File: src/rtl/mic_pkg.sv
// mic_pkg -- shared definitions for the microphone sample front end.
//   N_SAMPLES_DEFAULT / SAMPLE_W_DEFAULT : default window depth and ADC width
//   midscale_of()                        : ADC mid-code for a given width
//   MIDSCALE                             : mid-code at the default width
//   stream_state_e                       : IDLE / STREAM frame streamer states
package mic_pkg;

  localparam int N_SAMPLES_DEFAULT = 16;
  localparam int SAMPLE_W_DEFAULT  = 12;

  // Unsigned ADC samples are centred on the mid-code 2^(width-1).
  function automatic int unsigned midscale_of(input int unsigned width);
    return 32'd1 << (width - 1);
  endfunction

  localparam int unsigned MIDSCALE = midscale_of(SAMPLE_W_DEFAULT);

  typedef enum logic {
    IDLE   = 1'b0,
    STREAM = 1'b1
  } stream_state_e;

endpackage

File: src/rtl/sample_abs_dev.sv
// sample_abs_dev -- distance of an unsigned ADC sample from mid-scale.
//   sample : SAMPLE_W-bit unsigned sample
//   dev    : |sample - 2^(SAMPLE_W-1)|, SAMPLE_W bits (0 maps to the full mid-code)
// Purely combinational.
module sample_abs_dev
  import mic_pkg::*;
#(
  parameter int SAMPLE_W = SAMPLE_W_DEFAULT
) (
  input  logic [SAMPLE_W-1:0] sample,
  output logic [SAMPLE_W-1:0] dev
);

  // Equals MIDSCALE when SAMPLE_W is the default width.
  localparam logic [SAMPLE_W-1:0] MID = SAMPLE_W'(midscale_of(SAMPLE_W));

  always_comb begin
    if (sample >= MID) dev = sample - MID;
    else               dev = MID - sample;
  end

endmodule

File: src/rtl/sample_frame_streamer.sv
// sample_frame_streamer -- snapshots a sliding sample window every HOP new
// samples and streams it out one sample per handshake, reporting the peak
// deviation from mid-scale of each completed frame.
//   clk_10MHz, rst       : clock, asynchronous active-high reset
//   samples, sample_tick : sliding window (index 0 oldest) and new-sample pulse
//   enable               : capture enable (a running frame always completes)
//   out_data/out_idx/out_valid/out_ready/out_first/out_last : sample stream
//   frame_peak, peak_valid : per-frame max deviation, one-cycle valid pulse
//   busy, overrun, drop_count, clear_overrun : status and dropped-frame tally
module sample_frame_streamer
  import mic_pkg::*;
#(
  parameter int N_SAMPLES = N_SAMPLES_DEFAULT,
  parameter int SAMPLE_W  = SAMPLE_W_DEFAULT,
  parameter int HOP       = 16
) (
  input  logic                               clk_10MHz,
  input  logic                               rst,
  input  logic [N_SAMPLES-1:0][SAMPLE_W-1:0] samples,
  input  logic                               sample_tick,
  input  logic                               enable,
  output logic [SAMPLE_W-1:0]                out_data,
  output logic [$clog2(N_SAMPLES)-1:0]       out_idx,
  output logic                               out_valid,
  input  logic                               out_ready,
  output logic                               out_first,
  output logic                               out_last,
  output logic [SAMPLE_W-1:0]                frame_peak,
  output logic                               peak_valid,
  output logic                               busy,
  output logic                               overrun,
  output logic [7:0]                         drop_count,
  input  logic                               clear_overrun
);

  localparam int IDX_W  = $clog2(N_SAMPLES);
  localparam int FILL_W = $clog2(N_SAMPLES + 1);
  localparam int HOP_W  = (HOP > 1) ? $clog2(HOP) : 1;

  localparam logic [FILL_W-1:0] FILL_FULL = FILL_W'(N_SAMPLES);
  localparam logic [FILL_W-1:0] FILL_ARM  = FILL_W'(N_SAMPLES - 1);
  localparam logic [HOP_W-1:0]  HOP_LAST  = HOP_W'(HOP - 1);
  localparam logic [IDX_W-1:0]  IDX_LAST  = IDX_W'(N_SAMPLES - 1);

  stream_state_e      state_reg, state_next;
  logic [IDX_W-1:0]   idx_reg, idx_next;
  logic [FILL_W-1:0]  fill_reg;
  logic [HOP_W-1:0]   hop_reg;
  logic [SAMPLE_W-1:0] frame_buf [N_SAMPLES];
  logic [SAMPLE_W-1:0] peak_acc_reg, frame_peak_reg, cur_dev, peak_max;
  logic               peak_valid_reg, overrun_reg;
  logic [7:0]         drop_count_reg, drop_base;
  logic               trigger, handshake, capture, drop, frame_done;

  // ---------------- tick counters ----------------
  // The fill counter only has to reach N_SAMPLES-1 for the trigger; it
  // saturates so a long run never wraps back into the "not yet full" range.
  always_ff @(posedge clk_10MHz or posedge rst) begin
    if (rst) begin
      fill_reg <= '0;
      hop_reg  <= '0;
    end else if (!enable) begin
      fill_reg <= '0;
      hop_reg  <= '0;
    end else if (sample_tick) begin
      if (fill_reg != FILL_FULL) fill_reg <= fill_reg + 1'b1;
      hop_reg <= (hop_reg == HOP_LAST) ? '0 : hop_reg + 1'b1;
    end
  end

  assign trigger = enable && sample_tick && (fill_reg >= FILL_ARM) && (hop_reg == HOP_LAST);

  // ---------------- FSM ----------------
  always_ff @(posedge clk_10MHz or posedge rst) begin
    if (rst) begin
      state_reg <= IDLE;
      idx_reg   <= '0;
    end else begin
      state_reg <= state_next;
      idx_reg   <= idx_next;
    end
  end

  assign out_valid = (state_reg == STREAM);
  assign handshake = out_valid && out_ready;

  always_comb begin
    state_next = state_reg;
    idx_next   = idx_reg;
    capture    = 1'b0;
    drop       = 1'b0;
    frame_done = 1'b0;
    case (state_reg)
      IDLE: begin
        if (trigger) begin
          capture    = 1'b1;
          state_next = STREAM;
          idx_next   = '0;
        end
      end
      STREAM: begin
        if (handshake) begin
          if (idx_reg == IDX_LAST) begin
            frame_done = 1'b1;
            idx_next   = '0;
            // A trigger landing on the final handshake chains straight
            // into the next frame instead of being dropped.
            if (trigger) capture = 1'b1;
            else         state_next = IDLE;
          end else begin
            idx_next = idx_reg + 1'b1;
          end
        end
        if (trigger && !(handshake && idx_reg == IDX_LAST)) drop = 1'b1;
      end
      default: begin
        state_next = IDLE;
        idx_next   = '0;
      end
    endcase
  end

  // ---------------- frame buffer ----------------
  // Contents are only observable while streaming, so no reset is needed.
  for (genvar gi = 0; gi < N_SAMPLES; gi++) begin : g_buf
    always_ff @(posedge clk_10MHz) begin
      if (capture) frame_buf[gi] <= samples[gi];
    end
  end

  assign out_data  = out_valid ? frame_buf[idx_reg] : '0;
  assign out_idx   = idx_reg;
  assign out_first = out_valid && (idx_reg == '0);
  assign out_last  = out_valid && (idx_reg == IDX_LAST);
  assign busy      = out_valid;

  // ---------------- peak tracking ----------------
  sample_abs_dev #(.SAMPLE_W(SAMPLE_W)) u_abs_dev (
    .sample (out_data),
    .dev    (cur_dev)
  );

  assign peak_max = (cur_dev > peak_acc_reg) ? cur_dev : peak_acc_reg;

  always_ff @(posedge clk_10MHz or posedge rst) begin
    if (rst) begin
      peak_acc_reg   <= '0;
      frame_peak_reg <= '0;
      peak_valid_reg <= 1'b0;
    end else begin
      peak_valid_reg <= frame_done;
      if (frame_done) begin
        frame_peak_reg <= peak_max;
        peak_acc_reg   <= '0;
      end else if (handshake) begin
        peak_acc_reg <= peak_max;
      end else if (capture) begin
        peak_acc_reg <= '0;
      end
    end
  end

  assign frame_peak = frame_peak_reg;
  assign peak_valid = peak_valid_reg;

  // ---------------- overrun accounting ----------------
  // Clearing rebases the counter to zero first, so a simultaneous drop
  // leaves exactly one drop recorded.
  assign drop_base = clear_overrun ? 8'd0 : drop_count_reg;

  always_ff @(posedge clk_10MHz or posedge rst) begin
    if (rst) begin
      overrun_reg    <= 1'b0;
      drop_count_reg <= '0;
    end else if (drop) begin
      overrun_reg    <= 1'b1;
      drop_count_reg <= (drop_base == 8'hFF) ? 8'hFF : drop_base + 8'd1;
    end else if (clear_overrun) begin
      overrun_reg    <= 1'b0;
      drop_count_reg <= '0;
    end
  end

  assign overrun    = overrun_reg;
  assign drop_count = drop_count_reg;

endmodule

File: config.mk
export PLATFORM = sky130hd
export DESIGN_NAME = sample_frame_streamer
export DESIGN_NICKNAME = d
export VERILOG_FILES = /design/src/rtl/mic_pkg.sv /design/src/rtl/sample_abs_dev.sv /design/src/rtl/sample_frame_streamer.sv
export SDC_FILE = /design/constraint.sdc
export NUM_CORES = 1
export LEC_CHECK = 0
export ABC_CLOCK_PERIOD_IN_PS = 23900
export CAP_MARGIN = 20
export CELL_PAD_IN_SITES_DETAIL_PLACEMENT = 2
export CELL_PAD_IN_SITES_GLOBAL_PLACEMENT = 2
export CORE_ASPECT_RATIO = 0.6
export CORE_MARGIN = 10
export CORE_UTILIZATION = 30
export CTS_CLUSTER_SIZE = 20
export DETAILED_ROUTE_END_ITERATION = 8
export PLACE_DENSITY_LB_ADDON = 0.1
export SYNTH_ARGS = -nofsm -noshare
export SYNTH_HDL_FRONTEND = slang
export SYNTH_SLANG_ARGS = --single-unit
File: constraint.sdc
create_clock -name clk_10MHz -period 23.9 [get_ports clk_10MHz]
set_clock_uncertainty 0.2 [all_clocks]
set_input_delay 2.39 -clock clk_10MHz [delete_from_list [all_inputs] [get_ports clk_10MHz]]
set_output_delay 2.39 -clock clk_10MHz [all_outputs]
set_load 0.01 [all_outputs]
==> impl_metrics.py, run 1 <==
metrics = {
    "status": {
        "status": "finished clean",
    },
    "placement": {
        "dp.cells": 1331,
        "place_worst_setup_slack_ps": 17500,
        "dp_hpwl_mm": 25.7,
        "place_congestion": 0.795,
        "portBuffers": 239,
    },
    "logic_synthesis": {
        "syn_area_sq_um": 10300,
        "syn_avg_cell_area_sq_um": 15.7,
        "synth_xor_area_share_pct": 1.60,
        "ys_ff_latch": 240,
        "yosys.area_share.simple_pct": 6.72,
        "synth_top_family_by_area": "multiplexers",
        "yosysWarnings": 0,
        "synth_compound_area_share_pct": 7.58,
        "syn_inst": 656,
        "ys.flop_type": "edfxtp_1",
        "synth_edf_count": 192,
        "synth-async-reset-ratio_pct": 20.0,
        "syn-num-nets": 875,
        "synth.distinct_cells": 64,
        "yosysSeqAreaShare_pct": 67.7,
        "synthAdderAreaFrac_pct": 2.55,
        "yosys-mux-area-fraction_pct": 11.3,
    },
    "grt": {
        "track_usage_pct": 15.8,
        "grt_overflow": 0,
        "antenna_found_initial": 2,
        "grt_max_degree": 189,
        "grt_pass1_wl_mm": 50.5,
        "grt_pass1_vias": 7489,
    },
    "sta": {
        "setup_viol": 0,
        "finalSetupTns_ps": 0,
        "rsz0062_at_grt": "no",
        "fin_ws_ps": 17600,
        "max_slew_margin_pct": 8.60,
        "tightest_slew_ps": 1370,
        "clock.fmax_mhz": 159,
        "fin_crit_sh_pct": 26.4,
        "finalHoldViolCount": 0,
        "final_max_slew_viol_count": 0,
        "finalCriticalPeriod_ps": 6300,
    },
    "routing": {
        "drcViolationCount": 0,
        "firstDrtPassIters": 4,
        "drtIter0Drc": 472,
        "num_vias": 6619,
        "postRouteWirelength_mm": 33.8,
        "ant_nets": 0,
        "routedWlPerCell_microns": 24.5,
        "via_per_inst": 4.80,
    },
    "setup_path": {
        "worstPathRequired_ps": 21310,
        "cp_num_buf_inv": 2,
        "cp_slowest_cell": "dfrtp_4",
        "max_stage_delay_ps": 1080,
        "crit_family": "flip-flops",
        "startpoint_type": "register",
        "cp.arrival_ps": 3710,
        "path_class": "register to primary output",
        "crit_chain": "mux4_2 -> mux2i_1 -> o22a_1 -> inv_1 -> clkdlybuf4s50_1",
        "endpoint_kind": "primary output",
        "crit_fanout": 57,
    },
    "clocking": {
        "cts_setup_buffers": 0,
        "holdBufCountCts": 0,
        "root_buffer": "clkbuf_16",
        "cts_sinks": 240,
        "cts_buffers": 25,
        "clk_pin_slew_ps": 60,
        "h-tree-depth": 1,
        "clkLatencyLatePin_ps": 540,
        "clk_path_buf_depth": 3,
        "cts_resized": 0,
        "cts_tree": "done",
    },
    "layout": {
        "fin_cells": 1379,
        "area_growth_pct": 36.1,
        "fillers": 3251,
        "multiInputGateArea_sq_um": 3080,
        "drive_above_1_share_pct": 10.9,
        "largest_register_ffs": 192,
        "seq_area_sq_um": 6980,
        "nNetsFinal": 1120,
    },
    "power_and_ir_drop": {
        "power_density_nw_per_um2": 64.0,
        "ir_worst_vdd_v": 0.0000421,
        "leakage_nw": 4.83,
    },
    "min_path": {
        "holdCritPathClass": "register to register",
    },
    "run": {
        "cap_viol_max_count": 0,
    },
    "floorplanning": {
        "die_area_sq_um": 42400,
        "initial_core_util_pct": 30.5,
        "rows": 52,
        "num_io_pins": 240,
        "die_w_microns": 259,
        "die_h_microns": 164,
        "core_sq_um": 33800,
    },
}
==> stage by stage <==
stage	hold WS (ps)	power (mW)	util, %	instance area (sq um)
floorplan	250	0.466	-	10300
global placement	267	0.502	38.9	13200
detailed placement	282	0.504	38.9	13200
CTS	300	0.911	41.4	14000
global route	328	0.930	41.5	14000
finish	290	0.897	41.5	14000
==> logic make-up after synthesis <==
group / count (synthesis)
compound gates: 114
xor+xnor: 18
fa+ha+maj: 21
buf+inv: 52
flops: 240
mux: 70
simple gates: 141
==> worst reg2reg max path: stages (launching register included) <==
cell	delay, ps
dfrtp_4	1080
mux4_2	700
a32oi_1	220
o31a_1	320
nand3_2	280
nor3_2	400
a21oi_1	170
xor2_1	210
ha_1	360
nand4_1	220
a211o_1	350
a31oi_2	580
buf_6	250
nor2b_1	580
a22o_1	260
==> routing by layer <==
| metal | share of wire, % | track usage (%) | vias to the layer above | wire length, microns |
|---|---|---|---|---|
| met4 | 1.2 | 2.70 | 4 | 403 |
| met1 | 46 | 21.1 | 3370 | 15400 |
| li1 | - | - | 3037 | - |
| met2 | 47 | 25.7 | 173 | 15900 |
| met3 | 6.1 | 4.11 | 35 | 2060 |
| met5 | 0.095 | 0 | - | 32 |
==> cell usage after synthesis (all sizes together) (11+ instances only) <==
| master | count | area share [%] |
|---|---|---|
| nor2 | 27 | 0.98 |
| mux2i | 28 | 2.7 |
| ha | 21 | 2.6 |
| dfrtp | 48 | 12 |
| inv | 26 | 0.95 |
| nor2b | 14 | 0.85 |
| clkbuf | 11 | 0.44 |
| a21oi | 27 | 1.3 |
| mux4 | 36 | 7.9 |
| xnor2 | 15 | 1.3 |
| edfxtp | 192 | 56 |
| nand2 | 48 | 1.7 |
| buf | 15 | 1.3 |
| o21ai | 31 | 1.5 |
==> worst paths after layout <==
kind / start / endpoint / slack, ps / cells past startpoint
setup reg to reg: out_idx[0] / peak_acc_reg[6] / 17670 / 14
min in group asynchronous: rst / drop_count[2] / 1930 / 2
hold reg to reg: frame_peak[1] / frame_peak[1] / 290 / 2
max in group asynchronous: rst / frame_peak[1] / 21040 / 3
setup / recovery: out_idx[0] / out_data[11] / 17600 / 5
hold / removal: frame_peak[1] / frame_peak[1] / 290 / 2
==> placed cells by master, fill, tap and decap left out, types with 3 or more instances in the layout <==
cell	Yosys	final
nor3_1	5	5
nand2b_1	7	7
o21ai_0	28	28
clkdlybuf4s50_1	0	239
nand3_1	9	9
mux2i_1	28	28
nand4_1	9	9
nor2b_1	14	14
a21oi_1	27	26
ha_1	21	21
a31oi_1	4	3
and2_1	7	7
a22o_1	9	9
mux4_2	36	36
edfxtp_1	192	192
mux2_2	6	6
inv_1	25	24
xnor2_1	14	14
nor2_1	27	27
xor2_1	3	3
a32oi_1	9	9
o211ai_1	3	3
nand2_1	48	48
clkinv_1	0	5
clkbuf_16	0	25
clkbuf_1	10	3
bufinv_16	0	4
dfrtp_1	48	45
clkinv_2	0	5
and3_1	7	7
inv_6	0	3
o31ai_1	3	3
a221oi_1	3	3
==> layout make-up <==
class,count,area share [%]
repair buffers,244,17.5
flip-flops and latches,240,49.8
clock buffers,28,4.55
inverters,26,0.696
well taps,459,4.10
multi-input cells,364,22.0
diodes,1,0.0179
clock inverters,17,1.36
==> report_power, final <==
group | switching [mW] | internal, mW | leakage, nW
sequential | 0.00101 | 0.452 | 2.39
combinational | 0.0114 | 0.0302 | 2.03
clock | 0.167 | 0.235 | 0.409
Power figures use the tool's default switching activity.
==> inputs of run 2 (changes only) <==
--- a/config.mk
+++ b/config.mk
@@ -5,7 +5,7 @@
 export SDC_FILE = /design/constraint.sdc
 export NUM_CORES = 1
 export LEC_CHECK = 0
-export ABC_CLOCK_PERIOD_IN_PS = 23900
+export ABC_CLOCK_PERIOD_IN_PS = 5350
 export CAP_MARGIN = 20
 export CELL_PAD_IN_SITES_DETAIL_PLACEMENT = 2
 export CELL_PAD_IN_SITES_GLOBAL_PLACEMENT = 2
==> constraint.sdc (replaced) <==
create_clock -name clk_10MHz -period 5.35 [get_ports clk_10MHz]
set_clock_uncertainty 0.2 [all_clocks]
set_input_delay 0.535 -clock clk_10MHz [delete_from_list [all_inputs] [get_ports clk_10MHz]]
set_output_delay 0.535 -clock clk_10MHz [all_outputs]
set_load 0.01 [all_outputs]
==> run 2 against run 1 <==
Net effect: worst setup slack worse by 17000 ps; first-iteration DRC count down 7.6%; total power rose to 4.5 times the previous value; design area up 2.0%; combinational power rose to 4.5 times the previous value; hold slack worse by 240 ps; sequential share of layout area down 0.97 points; critical path depth up 9; global-route usage up 0.30 points; via count up 1.3%.
==> impl_metrics.py, run 2 (same netlist as run 1, synthesis figures left out) <==
metrics = {
    "clocking": {
        "holdBufCountCts": 0,
        "cts_tree": "done",
        "root_buffer": "clkbuf_16",
        "cts_buffers": 26,
        "clk_path_buf_depth": 3,
        "clkLatencyLatePin_ps": 550,
        "cts_resized": 0,
        "h-tree-depth": 1,
        "clk_pin_slew_ps": 60,
        "cts_setup_buffers": 0,
        "cts_sinks": 240,
    },
    "placement": {
        "portBuffers": 239,
        "dp.cells": 1355,
        "dp_hpwl_mm": 27.1,
        "place_congestion": 0.808,
        "place_area_sq_um": 13400,
    },
    "layout": {
        "most-common-layout-cells": "clkdlybuf4s50_1 (239), edfxtp_1 (192), nand2_1 (48)",
        "fin_area_sq_um": 14300,
        "area_growth_pct": 38.8,
        "final_common_cell": "clkdlybuf4s50_1",
        "nNetsFinal": 1145,
        "fillers": 3269,
        "drive_above_1_share_pct": 13.3,
        "fin_cells": 1406,
        "largest_register_ffs": 192,
    },
    "sta": {
        "final_max_slew_viol_count": 0,
        "setup_viol": 0,
        "finalHoldViolCount": 0,
        "finalSetupTns_ps": 0,
        "fin_crit_sh_pct": 93.5,
        "clock.fmax_mhz": 200,
        "rsz0062_at_grt": "no",
        "tightest_slew_ps": 946,
        "max_slew_margin_pct": 36.9,
        "hold_ws_ps": 54.3,
        "finalCriticalPeriod_ps": 5000,
    },
    "routing": {
        "drtIter0Drc": 436,
        "postRouteWirelength_mm": 34.6,
        "routedWlPerCell_microns": 24.6,
        "ant_nets": 0,
        "drcViolationCount": 0,
        "via_per_inst": 4.77,
        "firstDrtPassIters": 4,
        "num_vias": 6704,
    },
    "grt": {
        "track_usage_pct": 16.1,
        "grt_pass1_wl_mm": 51.5,
        "grt_overflow": 0,
        "grt_pass1_vias": 7697,
        "antenna_found_initial": 0,
        "grt_max_degree": 53,
    },
    "floorplanning": {
        "die_area_sq_um": 42400,
        "die_w_microns": 259,
        "initial_core_util_pct": 30.5,
        "core_sq_um": 33800,
        "rows": 52,
        "num_io_pins": 240,
        "die_h_microns": 164,
    },
    "run": {
        "cap_viol_max_count": 0,
    },
    "status": {
        "status": "finished clean",
    },
    "setup_path": {
        "endpoint_kind": "register",
        "crit_fanout": 17,
        "cp.arrival_ps": 5270,
        "worstPathRequired_ps": 5620,
        "startpoint_type": "register",
        "path_class": "register to register",
    },
    "power_and_ir_drop": {
        "leakage_nw": 4.98,
        "ir_worst_vdd_v": 0.000210,
        "fin_total_pwr_mw": 4.06,
        "power_density_nw_per_um2": 284,
    },
    "min_path": {
        "holdCritPathClass": "input port to asynchronous set/reset pin",
    },
}
[run 2: cell count changes in the layout (fill, tap and decap cells not counted)]
| cell | before | now |
|---|---|---|
| buf_12 | 2 | 5 |
| buf_4 | 2 | 22 |
| buf_6 | 1 | 0 |
| buf_8 | 0 | 1 |
| clkbuf_1 | 3 | 6 |
| clkbuf_16 | 25 | 27 |
| clkinv_1 | 5 | 3 |
| clkinv_2 | 5 | 6 |
| clkinv_8 | 0 | 1 |
| clkinvlp_4 | 0 | 1 |
| inv_6 | 3 | 1 |
[run 2: through the flow]
step / worst slack [ps] / utilization, %
final: 348 / 42.3
after global routing: 20.8 / 42.3
after CTS: 261 / 42.2
after detailed placement: 293 / 39.6
after global placement: 454 / 39.6
after floorplan: 57.8 / -
[run 2: critical path, stage by stage (launching register included)]
cell and delay, ps:
dfrtp_4 610, buf_12 230, mux4_2 560, a32oi_1 450, nand4_2 300, nor3_1 260, a21oi_1 140, xnor2_2 230
ha_1 320, a21oi_1 170, nand2_1 70, a21oi_1 190, a31oi_2 180, o21bai_1 730, a22o_1 250
[run 2: power by group]
group | switching [mW] | internal [mW]
clock network | 0.754 | 1.09
registers | 0.00444 | 2.02
logic | 0.0512 | 0.135
total | 0.810 | 3.25
[run 2: area by class of cell]
| type | instances | area (sq um) | area share (%) |
|---|---|---|---|
| Timing Repair Buffer | 268 | 2700 | 18.9 |
| Clock buffer | 32 | 673 | 4.71 |
| Sequential cell | 240 | 6980 | 48.8 |
| Tap cell | 459 | 574 | 4.02 |
| Clock inverter | 16 | 194 | 1.36 |
| Antenna cell | 1 | 2.50 | 0.0175 |
| Multi-Input combinational cell | 364 | 3080 | 21.5 |
| Inverter | 26 | 97.6 | 0.683 |
[run 2: path summary, 6_finish.rpt]
| check | startpoint | end | slack [ps] | depth (start not counted) |
|---|---|---|---|---|
| setup / recovery | out_idx[0] | peak_acc_reg[4] | 350 | 14 |
| hold / removal | rst | drop_count[1] | 50 | 2 |
| setup reg to reg | out_idx[0] | peak_acc_reg[4] | 350 | 14 |
| hold reg to reg | frame_peak[6] | frame_peak[6] | 290 | 2 |
| max in group asynchronous | rst | frame_peak[2] | 4370 | 3 |
| min in group clk_10MHz | frame_peak[6] | frame_peak[6] | 290 | 2 |
[run 2: metal layers]
metal	global-route usage (%)	vias up	part of all wire, %
li1	-	3081	-
met1	21.8	3443	46
met2	26.7	154	48
met3	3.37	26	5.3
met4	2.44	0	1.2
met5	0	-	0
==> inputs of run 3 (changes only) <==
--- a/config.mk
+++ b/config.mk
@@ -15,6 +15,8 @@
 export CTS_CLUSTER_SIZE = 20
 export DETAILED_ROUTE_END_ITERATION = 8
 export PLACE_DENSITY_LB_ADDON = 0.1
+export RECOVER_POWER = 100
+export REMOVE_ABC_BUFFERS = 1
 export SYNTH_ARGS = -nofsm -noshare
 export SYNTH_HDL_FRONTEND = slang
 export SYNTH_SLANG_ARGS = --single-unit
==> run 3 against run 2 <==
Net effect: design area is 0.27% higher; highest routed layer is now met5; clock power up 2%; hold slack better by 230 ps; the flow now finishes with violations (max-capacitance violations, max-slew violations); critical path depth increased by 1; count of clock-buffer cells in the layout fell by 2; maximum frequency increased by 1.5%; core utilization up 0.11 points; non-clock buffer count grew 5; first-iteration DRC count increased by 18%; sequential cell count stayed put; final cell count rose by 0.36%.
==> impl_metrics.py, run 3 (same netlist as run 1, synthesis figures left out) <==
metrics = {
    "status": {
        "status": "finished with violations",
        "violations": "max-capacitance violations, max-slew violations",
    },
    "clocking": {
        "clk_path_buf_depth": 3,
        "root_buffer": "clkbuf_16",
        "clkLatencyLatePin_ps": 560,
        "cts_buffers": 26,
        "clk_pin_slew_ps": 60,
        "cts_sinks": 240,
        "cts_tree": "done",
        "h-tree-depth": 1,
    },
    "grt": {
        "grt_overflow": 0,
        "track_usage_pct": 15.2,
        "grt_max_degree": 109,
        "grt_pass1_wl_mm": 49.0,
        "antenna_found_initial": 3,
        "grt_pass1_vias": 7594,
    },
    "routing": {
        "via_per_inst": 4.77,
        "firstDrtPassIters": 4,
        "routedWlPerCell_microns": 23.5,
        "ant_nets": 0,
        "postRouteWirelength_mm": 33.2,
        "num_vias": 6735,
        "drtIter0Drc": 514,
        "drcViolationCount": 0,
    },
    "layout": {
        "final_common_cell": "dlygate4sd3_1",
        "seq_area_sq_um": 6980,
        "most-common-layout-cells": "dlygate4sd3_1 (226), edfxtp_1 (192), nand2_1 (48)",
        "fin_area_sq_um": 14300,
        "fin_cells": 1411,
        "fillers": 3224,
        "area_growth_pct": 39.2,
        "multiInputGateArea_sq_um": 3070,
        "drive_above_1_share_pct": 13.5,
        "final_util_pct": 42.4,
        "largest_register_ffs": 192,
        "nNetsFinal": 1150,
    },
    "setup_path": {
        "crit_family": "compound AO/OA/AOI/OAI gates",
        "crit_fanout": 15,
        "cp.arrival_ps": 5140,
        "path_class": "register to register",
        "max_stage_delay_ps": 650,
        "crit-reg2reg-launch": "out_idx[3]",
        "startpoint_type": "register",
        "cp-startpoint": "out_idx[3]",
        "worstPathRequired_ps": 5570,
        "endpoint_kind": "register",
        "crit_chain": "nand2b_1 -> a221oi_1 -> a22oi_1 -> nand3_2 -> nor3_2 -> a21oi_1 -> xor2_1 -> ha_1 -> nand4_1 -> a211o_1 -> a31oi_2 -> buf_4 -> buf_4 -> mux2i_1 -> o21ai_0",
        "cp_slowest_cell": "dfrtp_1",
        "cp_num_buf_inv": 2,
        "critPathMostFrequentCell": "buf_4",
    },
    "placement": {
        "place_worst_setup_slack_ps": 181,
        "dp_hpwl_mm": 25.3,
        "portBuffers": 239,
        "place_congestion": 0.791,
        "dp.cells": 1347,
        "place_area_sq_um": 13300,
    },
    "sta": {
        "tightest_slew_ps": 2810,
        "max_slew_margin_pct": -87.4,
        "finalSetupTns_ps": 0,
        "hold_ws_ps": 283,
        "setup_viol": 0,
        "fin_ws_ps": 422,
        "fin_crit_sh_pct": 92.1,
        "final_max_slew_viol_count": 194,
        "rsz0062_at_grt": "no",
        "finalCriticalPeriod_ps": 4930,
        "clock.fmax_mhz": 203,
        "finalHoldViolCount": 0,
    },
    "min_path": {
        "holdCritPathClass": "register to register",
        "hp-start": "peak_acc_reg[2]",
    },
    "power_and_ir_drop": {
        "leakage_nw": 5.16,
        "power_density_nw_per_um2": 283,
        "ir_worst_vdd_v": 0.000211,
        "fin_total_pwr_mw": 4.06,
    },
    "floorplanning": {
        "die_h_microns": 164,
        "rows": 52,
        "initial_core_util_pct": 30.5,
        "num_io_pins": 240,
        "core_sq_um": 33800,
        "die_w_microns": 259,
        "die_area_sq_um": 42400,
    },
    "run": {
        "cap_viol_max_count": 2,
    },
}
==> run 3: worst paths after layout <==
path,end,slack (ps),depth (start not counted)
max reg2reg,frame_peak[8],420,15
max,frame_peak[8],420,15
max in group asynchronous,fill_reg[3],2740,3
min reg2reg,peak_acc_reg[2],280,2
min,peak_acc_reg[2],280,2
min in group asynchronous,peak_acc_reg[4],470,2
==> run 3: final cells by class <==
cell class / instances / area share, %
clock inverters: 18 / 1.61
inverters: 26 / 0.681
repair buffers: 273 / 18.9
multi-input cells: 364 / 21.4
flip-flops and latches: 240 / 48.7
diodes: 1 / 0.0175
clock buffers: 30 / 4.65
well taps: 459 / 4.01
==> run 3: what timing repair did <==
item	in CTS	in global routing
buffers inserted	0	14
gates resized for setup	0	2
hold buffers	0	0
endpoints found under the setup margin	0	23
==> run 3: layer usage <==
| metal | share of wire [%] | up-vias | global-route usage, % |
|---|---|---|---|
| met5 | 0.036 | - | 0 |
| met4 | 1.5 | 2 | 2.94 |
| met3 | 4.6 | 30 | 3.30 |
| met2 | 50 | 164 | 26.2 |
| met1 | 44 | 3447 | 19.6 |
| li1 | - | 3092 | - |
==> run 3: power breakdown <==
| group | internal, mW | total (mW) | switching [mW] |
|---|---|---|---|
| clock network | 1.10 | 1.88 | 0.781 |
| registers | 2.02 | 2.02 | 0.00458 |
| logic | 0.105 | 0.155 | 0.0498 |
==> run 3: worst register-to-register path: cells and delay by family, from the launching register on <==
kind	cells	cell delay [ps]
buffers and inverters	2	470
AOI/OAI and AO/OA	6	1460
muxes	1	240
DFF	1	650
adders and majority gates	1	330
and+or+nand+nor	4	1280
xor gates and xnor gates	1	180
